===== src/rtl/sd_fifo_mc.sv =====
// Multi-channel srdy/drdy FIFO: nch queues share one memory, round-robin drained into one output register.
// Optional per-channel flush input when SD_FIFO_MC_FLUSH_EN is defined.
module sd_fifo_mc #(
    parameter int width = 8,
    parameter int depth = 16,
    parameter int nch   = 4,
    parameter int asz   = $clog2(depth),
    parameter int csz   = $clog2(nch)
) (
    input  logic                     clk,
    input  logic                     reset_n,
    input  logic                     c_srdy,
    output logic                     c_drdy,
    input  logic [csz-1:0]           c_chan,
    input  logic [width-1:0]         c_data,
`ifdef SD_FIFO_MC_FLUSH_EN
    input  logic [nch-1:0]           flush,
`endif
    output logic                     p_srdy,
    input  logic                     p_drdy,
    output logic [csz-1:0]           p_chan,
    output logic [width-1:0]         p_data,
    output logic [nch*(asz+1)-1:0]   usage
);

    localparam int AW = $clog2(nch * depth);
    localparam int CW = asz + 1;
    localparam logic [asz-1:0] PTR_LAST  = asz'(depth - 1);
    localparam logic [CW-1:0]  CNT_FULL  = CW'(depth);
    localparam logic [csz-1:0] LAST_INIT = csz'(nch - 1);

    logic [width-1:0] mem [nch*depth];

    logic [asz-1:0]   wrptr_q [nch];
    logic [asz-1:0]   wrptr_d [nch];
    logic [asz-1:0]   rdptr_q [nch];
    logic [asz-1:0]   rdptr_d [nch];
    logic [CW-1:0]    count_q [nch];
    logic [CW-1:0]    count_d [nch];
    logic [csz-1:0]   last_q, last_d;
    logic             p_srdy_q, p_srdy_d;
    logic [csz-1:0]   p_chan_q, p_chan_d;
    logic [width-1:0] p_data_q, p_data_d;

    logic [nch-1:0]   flush_v;
    logic             wr_en;
    logic             issue;
    logic             any_ready;
    logic [csz-1:0]   grant;
    logic [AW-1:0]    wr_addr;
    logic [AW-1:0]    rd_addr;

`ifdef SD_FIFO_MC_FLUSH_EN
    assign flush_v = flush;
`else
    assign flush_v = '0;
`endif

    function automatic logic [asz-1:0] ptr_inc(input logic [asz-1:0] p);
        return (p == PTR_LAST) ? '0 : p + 1'b1;
    endfunction

    // Illegal channel ids never match a k, so c_drdy stays low for them.
    always_comb begin
        c_drdy = 1'b0;
        for (int k = 0; k < nch; k++) begin
            if (c_chan == csz'(k)) begin
                c_drdy = (count_q[k] != CNT_FULL) && !flush_v[k];
            end
        end
    end

    assign wr_en   = c_srdy & c_drdy;
    assign wr_addr = AW'(c_chan) * AW'(depth) + AW'(wrptr_q[c_chan]);
    assign rd_addr = AW'(grant) * AW'(depth) + AW'(rdptr_q[grant]);

    always_comb begin : arb
        int             j;
        logic [csz-1:0] idx;
        j         = 0;
        idx       = '0;
        any_ready = 1'b0;
        grant     = last_q;
        for (int i = 1; i <= nch; i++) begin
            j   = (int'(last_q) + i) % nch;
            idx = csz'(j);
            if (!any_ready && (count_q[idx] != '0) && !flush_v[idx]) begin
                any_ready = 1'b1;
                grant     = idx;
            end
        end
        issue = any_ready && (!p_srdy_q || p_drdy);
    end

    always_comb begin
        for (int k = 0; k < nch; k++) begin
            logic inc, dec;
            inc        = wr_en && (c_chan == csz'(k));
            dec        = issue && (grant == csz'(k));
            wrptr_d[k] = inc ? ptr_inc(wrptr_q[k]) : wrptr_q[k];
            rdptr_d[k] = dec ? ptr_inc(rdptr_q[k]) : rdptr_q[k];
            count_d[k] = count_q[k];
            if (inc && !dec) begin
                count_d[k] = count_q[k] + 1'b1;
            end else if (!inc && dec) begin
                count_d[k] = count_q[k] - 1'b1;
            end
            if (flush_v[k]) begin
                wrptr_d[k] = '0;
                rdptr_d[k] = '0;
                count_d[k] = '0;
            end
        end
    end

    always_comb begin
        p_srdy_d = p_srdy_q;
        p_chan_d = p_chan_q;
        p_data_d = p_data_q;
        last_d   = last_q;
        if (issue) begin
            p_srdy_d = 1'b1;
            p_chan_d = grant;
            p_data_d = mem[rd_addr];
            last_d   = grant;
        end else if (p_drdy) begin
            p_srdy_d = 1'b0;
        end
    end

    always_comb begin
        usage = '0;
        for (int k = 0; k < nch; k++) begin
            usage[k*CW +: CW] = count_q[k];
        end
    end

    always_ff @(posedge clk) begin
        if (wr_en) begin
            mem[wr_addr] <= c_data;
        end
    end

    always_ff @(posedge clk or negedge reset_n) begin
        if (!reset_n) begin
            for (int k = 0; k < nch; k++) begin
                wrptr_q[k] <= '0;
                rdptr_q[k] <= '0;
                count_q[k] <= '0;
            end
            last_q   <= LAST_INIT;
            p_srdy_q <= 1'b0;
            p_chan_q <= '0;
            p_data_q <= '0;
        end else begin
            for (int k = 0; k < nch; k++) begin
                wrptr_q[k] <= wrptr_d[k];
                rdptr_q[k] <= rdptr_d[k];
                count_q[k] <= count_d[k];
            end
            last_q   <= last_d;
            p_srdy_q <= p_srdy_d;
            p_chan_q <= p_chan_d;
            p_data_q <= p_data_d;
        end
    end

    assign p_srdy = p_srdy_q;
    assign p_chan = p_chan_q;
    assign p_data = p_data_q;

endmodule

===== config.mk =====
export PLATFORM = sky130hd
export DESIGN_NAME = sd_fifo_mc
export DESIGN_NICKNAME = d
export VERILOG_FILES = /design/src/rtl/sd_fifo_mc.sv
export SDC_FILE = /design/constraint.sdc
export NUM_CORES = 1
export LEC_CHECK = 0
export BUFFER_PORTS_ARGS = -buffer_cell sky130_fd_sc_hd__buf_2
export CELL_PAD_IN_SITES_DETAIL_PLACEMENT = 1
export CELL_PAD_IN_SITES_GLOBAL_PLACEMENT = 2
export CORE_MARGIN = 2
export CORE_UTILIZATION = 42
export CTS_CLUSTER_DIAMETER = 80
export CTS_CLUSTER_SIZE = 30
export DETAILED_ROUTE_END_ITERATION = 12
export PLACE_DENSITY = 0.85
export SYNTH_ARGS = -nofsm -noshare
export SYNTH_HDL_FRONTEND = slang
export SYNTH_SLANG_ARGS = --single-unit

===== constraint.sdc =====
create_clock -name clk -period 4.7 [get_ports clk]
set_input_delay 0.94 -clock clk [delete_from_list [all_inputs] [get_ports clk]]
set_output_delay 0.94 -clock clk [all_outputs]
set_load 0.005 [all_outputs]

**After elaboration in Yosys (flattened, before gate mapping)**

Memories as Yosys holds them, arrays and structs flattened. A register that Yosys moved wholly into a read port is not among the register bits.
Cells that the tools add are included.

- $add $sub $neg: 22
- $lt $le $gt $ge: 10
- Equal/unequal tests: 18
- Multiplexer cells: 58
- Bitwise gates (word level): 7
- Reductions and logical operators: 53

Operators by type and width:

| cell | count |
|---|---|
| $mux W5 | 16 |
| $mux W4 | 12 |
| $bmux W5 S2 | 4 |
| $add A4 B1 Y4 const B | 8 |
| $eq A4 B4 Y1 const B | 8 |
| $logic_and A1 B1 Y1 | 24 |
| $add A5 B1 Y5 const B | 4 |
| $ne A5 B5 Y1 const B | 4 |
| $reduce_bool A5 Y1 | 4 |
| $sub A5 B1 Y5 const B | 4 |
| $ge A3 B3 Y1 const B | 6 |
| $not A2 Y3 | 6 |
| $logic_not A1 Y1 | 17 |
| $bmux W4 S2 | 2 |
| $mux W1 | 16 |
| $add A6 B4 Y6 | 2 |
| $lt A2 B3 Y1 const B | 4 |
| $reduce_bool A2 Y1 | 5 |
| $bmux W1 S2 | 4 |
| $eq A2 B2 Y1 const B | 4 |
| $mux W2 | 4 |
| $add A2 B1 Y2 const B | 2 |
| $add A2 B2 Y2 const B | 2 |
| $eq A2 B1 Y1 const B | 2 |
| other kinds (3) | 4 |

- Flip-flop bits (word level): 57
- Memory bits (writable): 512
- Input port bits: 14
- Output and inout bits: 32
- Word-level logic and storage cells: 184
- Memories: 1

Memory list:

| memory | depth | bits a word | read ports | clocked after Yosys merged registers in | wr ports | RTL line | text |
|---|---|---|---|---|---|---|---|
| mem | 64 | 8 | 1 | 1 | 1 | 32 | `logic [width-1:0] mem [nch*depth];` |

**Longest topological paths before layout**

- Depth in word-level cells: 25
- Depth in mapped cells: 15
- Gate-level depth less buffers: 14

**Worst setup path after synthesis**

No wires, ideal clock.

- Path kind: register -> register
- Start point: reg count_q, in the netlist usage[5]
- End point: reg count_q, in the netlist usage[4]
- Library setup time: 124 ps
- Data arrival time: 3,781 ps
- Required time: 4,576 ps
- Slack: 795 ps
- Cell stages (with the launch flop): 16
- Path buffers: 1
- Clock period less this slack: 3,905 ps
- Cell sequence: dfrtp_1 or4_1 o2111ai_1 o311ai_1 or2_2 clkbuf_1 nor4_1 inv_1 ha_1 inv_1 ha_1 a21o_1 a21oi_1 xnor2_1 nor2_1 xnor2_1

- Cells in the longest elaborated chain, start to end: 23
- Elaborated cells on any way between the ends: 49
- Those cells by class: eq/ne: 1; mux: 24; bitwise: 1; reduce/logical: 23

RTL lines:

| element | RTL line | text |
|---|---|---|
| from (decl) | 38 | `logic [CW-1:0] count_q [nch];` |
| from (signal, indexed assignment) | 159 | `count_q[k] <= count_d[k];` |
| $bmux W5 S2 | 87 | `if (!any_ready && (count_q[idx] != '0) && !flush_v[idx]) begin` |
| $mux W5 (implied by the code) (2 in a row) | 87 |  |
| $reduce_bool A5 Y1 | 87 |  |
| $logic_and A1 B1 Y1 | 87 |  |
| $mux W1 | 87 |  |
| $logic_not A1 Y1 | 87 |  |
| $logic_and A1 B1 Y1 (2 in a row) | 87 |  |
| $mux W1 | 87 |  |
| [4 not listed] | - |  |
| $logic_not A1 Y1 | 87 |  |
| $logic_and A1 B1 Y1 (2 in a row) | 87 |  |
| $mux W2 or $mux W1 (tied branches) | 87 |  |
| $logic_not A2 Y1 or $logic_and A1 B1 Y1 (tied branches) | 99, 92 |  |
| $logic_and A1 B1 Y1 | 99 | `dec = issue && (grant == csz'(k));` |
| $logic_not A1 Y1 | 103 | `if (inc && !dec) begin` |
| $logic_and A1 B1 Y1 | 103 |  |
| $mux W5 or $reduce_bool A2 Y1 (tied branches) | - |  |

Parallel ways exist; a longest one is shown, timed or not. The select of a mux whose other input is x is not followed.
A chain may end at the register's enable or synchronous reset.

**Worst setup path in the final report**

- Start point: reg count_q, in the netlist usage[5]
- End point: reg p_data_q[4] (netlist: p_data[4]) (read register of mem)

- Cells in the longest elaborated chain, start to end: 23
- Elaborated cells on any way between the ends: 40
- Those cells by class: add/sub: 1; mux: 23; bitwise: 1; reduce/logical: 15

RTL lines:

| element | RTL line | text |
|---|---|---|
| $bmux W5 S2 | 87 |  |
| $mux W5 (implied by the code) (2 in a row) | 87 |  |
| $reduce_bool A5 Y1 | 87 |  |
| $logic_and A1 B1 Y1 | 87 |  |
| $mux W1 | 87 |  |
| $logic_not A1 Y1 | 87 |  |
| $logic_and A1 B1 Y1 (2 in a row) | 87 |  |
| $mux W1 | 87 |  |
| [3 not listed] | - |  |
| $mux W1 | 87 |  |
| $logic_not A1 Y1 | 87 |  |
| $logic_and A1 B1 Y1 (2 in a row) | 87 |  |
| $mux W2 | 87 |  |
| $not A2 Y3 (implied by the code) | 75 | `assign rd_addr = AW'(grant) * AW'(depth) + AW'(rdptr_q[grant]);` |
| $bmux W4 S2 | 75 |  |
| $mux W4 (implied by the code) (2 in a row) | 75 |  |
| $add A6 B4 Y6 | 75 |  |
| to (decl) | 43 | `logic [width-1:0] p_data_q, p_data_d;` |

Parallel ways exist; a longest one is shown, timed or not. The select of a mux whose other input is x is not followed.

==> impl_summary.log <==
INFO  metric worstSkewPairLatency = 620 ps
INFO  metric post-route-util = 47.2%
INFO  metric ys_types = 74
INFO  metric worst_setup_slack_after_placement = -82.5 ps
INFO  metric power_leakage = 9.59 nW
INFO  metric detail_route.wl_per_cell = 25.2 um
INFO  metric cts_sinks = 577
INFO  metric worstSetupStartpointType = register
INFO  metric syn-cell-area = 0.0242 mm^2
INFO  metric grt_start_max_net_pins = 70
INFO  metric dr.pass1.iters = 5
INFO  metric synth-async-reset-ratio = 11.3%
INFO  metric chipWidth = 244 um
INFO  metric slew_violations = 0
INFO  metric clk_path_buf_depth = 3
INFO  metric grt_pass1_vias = 16200
INFO  metric number_of_warnings_issued_by_yosys = 0
INFO  metric synth_seq_cells = 577
INFO  metric floorplan.die_area = 0.0596 mm^2
INFO  metric cts.clk_slew.worst_paths = 110 ps
INFO  metric cp.arrival = 5020 ps
INFO  metric postPlaceCellArea = 0.0260 mm^2
INFO  metric fin_skew = 28.7 ps
INFO  metric synth-seq-area-share = 70.2%
INFO  metric via_count = 15500
INFO  metric period_share = 96.4%
INFO  metric detail_route.vias_per_cell = 5.82
INFO  metric global_route_wire_length_before_repair = 103 mm
INFO  metric starting_density_of_the_core = 42.2%
INFO  metric timing.max_cap.violations = 0
INFO  metric final.setup.worst_slack = 170 ps
INFO  metric slew-limit-headroom = 25.9%
INFO  metric final_nets = 1927
INFO  metric finalSetupViolations = 0
INFO  metric cts-buffers-inserted = 29
INFO  metric postSynthNetCount = 1812
INFO  metric rows = 88
INFO  metric htree_levels = 1
INFO  metric most_instantiated_flip_flop_cell_in_the_synthesis_netlist = sky130_fd_sc_hd__edfxtp_1
INFO  metric place_congestion = 0.824
INFO  metric layout.cell_area.non_filler = 0.0271 mm^2
INFO  metric synth.avg_cell_area = 13.7 um^2
INFO  metric cts.root.buffer_cell = sky130_fd_sc_hd__clkbuf_16
INFO  metric track_usage = 22.6%
INFO  metric worst_tran_pin_value = 1110 ps
INFO  metric worst_hold_path_type = primary input to async pin
INFO  metric syn2layout_area_growth = 11.7%
INFO  metric detail_route.wirelength = 67.2 mm
INFO  metric crit_path_cell_trace = or4_1 -> o41a_1 -> o21a_1 -> o32ai_1 -> o22a_4 -> buf_12 -> mux2i_1 -> mux2_2 -> o22ai_1 -> a32oi_1 -> or4b_1
INFO  metric critical_path.top_delay_family = compound AO/OA/AOI/OAI gates
INFO  metric worst_ep_required_time = 5190 ps
INFO  metric power_density = 764 mW/mm^2
INFO  metric fmax = 221 MHz
INFO  metric highest_fanout_seen_on_the_critical_path = 61
INFO  metric postRouteAntennaNets = 0
INFO  metric irDropWorstVdd = 0.000757 V
INFO  metric finalCriticalPeriod = 4530 ps
INFO  metric slowest_stage = sky130_fd_sc_hd__or4_1
INFO  metric place_hpwl = 45.2 mm
INFO  metric reg2reg_setup_slack = 170 ps
INFO  metric fraction_of_layout_instances_using_a_drive_strength_above_1 = 14.8%
INFO  metric grt_setup_unrepaired = true
INFO  metric drc = 0
INFO  metric buffer_ports.inserted = 45
INFO  metric core_region_area = 0.0574 mm^2
INFO  metric grt.overflow.total = 0
INFO  metric design_power_total = 20.7 mW
INFO  metric vertical_die_dimension = 244 um
INFO  metric outcome = completed
INFO  metric kind_of_capture_point_of_the_worst_setup_path = register
INFO  metric design.portCount = 46
INFO  metric grt_antenna_before_repair = 1
INFO  metric drt_iter0_markers = 1384
INFO  metric hold_viol = 0
INFO  metric path_buf_inv = 1
INFO  metric cts_tree = done
INFO  metric synth_cells = 1770
INFO  metric setup.worst_path.class = register to register
INFO  metric n_antenna_cell = 0
INFO  metric slowest_delay = 650 ps
INFO  metric number_of_enable_flip_flop_cells_after_synthesis = 512
-- timing repair --
action	4_1_cts	5_1_grt
hold buffers	0	0
setup buffers	0	0
gates resized for setup	1	5
endpoints found under the setup margin	1	8
-- path summary, 6_finish.rpt --
| check | cells after the start | from | endpoint |
|---|---|---|---|
| max | 11 | usage[5] | p_data[4] |
| min | 1 | reset_n | usage[12] |
| max reg2reg | 11 | usage[5] | p_data[4] |
| min reg2reg | 1 | p_chan[1] | p_chan[1] |
| max in group asynchronous | 1 | reset_n | rdptr_q[0] |
| min in group clk | 1 | p_chan[1] | p_chan[1] |
-- metal layers --
metal	part of all wire (%)	global-route usage, %	wire length [um]
met4	2.9	6.35	1950
met3	5.4	2.46	3650
met5	0.019	0	13
met2	49	38.2	33200
met1	42	31.0	28400
-- metrics by stage --
| step | instances | setup TNS, ps | hold slack (ps) |
|---|---|---|---|
| detailed placement | 2619 | -82.5 | 466 |
| CTS | 2670 | 0 | 475 |
| finish | 2670 | 0 | 450 |
| global route | 2670 | -89.0 | 495 |
| global placement | 2619 | 0 | 458 |
| floorplan | 1770 | 0 | 459 |
-- registers in the layout (all words and copies together) (netlist names) --
register and cells:
rdptr_q 16, mem 512, p_data 8, p_srdy 1, usage 20, last_q 2
wrptr_q 16, p_chan 2
-- layout by cell type, fill, tap and decap left out, types with 24 or more instances in the layout --
cell,instances
sky130_fd_sc_hd__edfxtp_1,512
sky130_fd_sc_hd__nand2_1,329
sky130_fd_sc_hd__mux2i_1,125
sky130_fd_sc_hd__buf_4,119
sky130_fd_sc_hd__nand3_1,114
sky130_fd_sc_hd__nor2_1,96
sky130_fd_sc_hd__dfrtp_1,63
sky130_fd_sc_hd__a21oi_1,44
sky130_fd_sc_hd__buf_2,44
sky130_fd_sc_hd__a31oi_1,38
sky130_fd_sc_hd__o21ai_0,30
sky130_fd_sc_hd__clkbuf_16,29
sky130_fd_sc_hd__inv_1,26
sky130_fd_sc_hd__o22ai_1,26
sky130_fd_sc_hd__and3_1,24
sky130_fd_sc_hd__mux2_2,24
sky130_fd_sc_hd__ha_1,24
-- where the power goes --
| part | switching, mW | internal, mW |
|---|---|---|
| clock network | 1.80 | 1.29 |
| logic | 7.22 | 3.99 |
| registers | 0.418 | 5.95 |
-- cell usage after synthesis, drive strengths merged, types with 9 or more instances --
| cell type | n | area share (%) |
|---|---|---|
| a21o | 16 | 0.50 |
| a21oi | 44 | 0.91 |
| a221oi | 13 | 0.47 |
| a31oi | 39 | 1.0 |
| a32oi | 9 | 0.33 |
| and3 | 24 | 0.62 |
| buf | 55 | 1.3 |
| clkbuf | 30 | 0.47 |
| dfrtp | 63 | 6.5 |
| edfxtp | 512 | 63 |
| ha | 24 | 1.2 |
| inv | 26 | 0.40 |
| mux2 | 24 | 1.1 |
| mux2i | 125 | 5.2 |
| nand2 | 329 | 5.1 |
| nand3 | 114 | 2.4 |
| nand4 | 16 | 0.41 |
| nor2 | 98 | 1.5 |
| nor4 | 9 | 0.28 |
| o211ai | 13 | 0.53 |
| o21ai | 31 | 0.64 |
| o22ai | 29 | 0.77 |
| or4 | 11 | 0.37 |
| xnor2 | 21 | 0.76 |
-- cell families (layout without fill, tap and decap cells) --
kind of cell,count (synthesis),count (layout),share of synthesized area (%)
xor gates and xnor gates,28,28,1.01
DFF,577,577,70.2
adders and majority gates,28,28,1.57
AOI/OAI and AO/OA,246,246,7.03
muxes,152,152,6.56
buffers and inverters,111,246,2.22
and+or+nand+nor,628,628,11.4
-- layout make-up --
type,instances,area (um^2)
inverter,26,97.6
timing repair buffer,169,1220
tap,765,957
clock buffer,31,733
sequential,577,17000
fill,5793,30300
clock inverter,20,275
multi-input combinational,1082,6770
(Power assumes the default switching activity.)
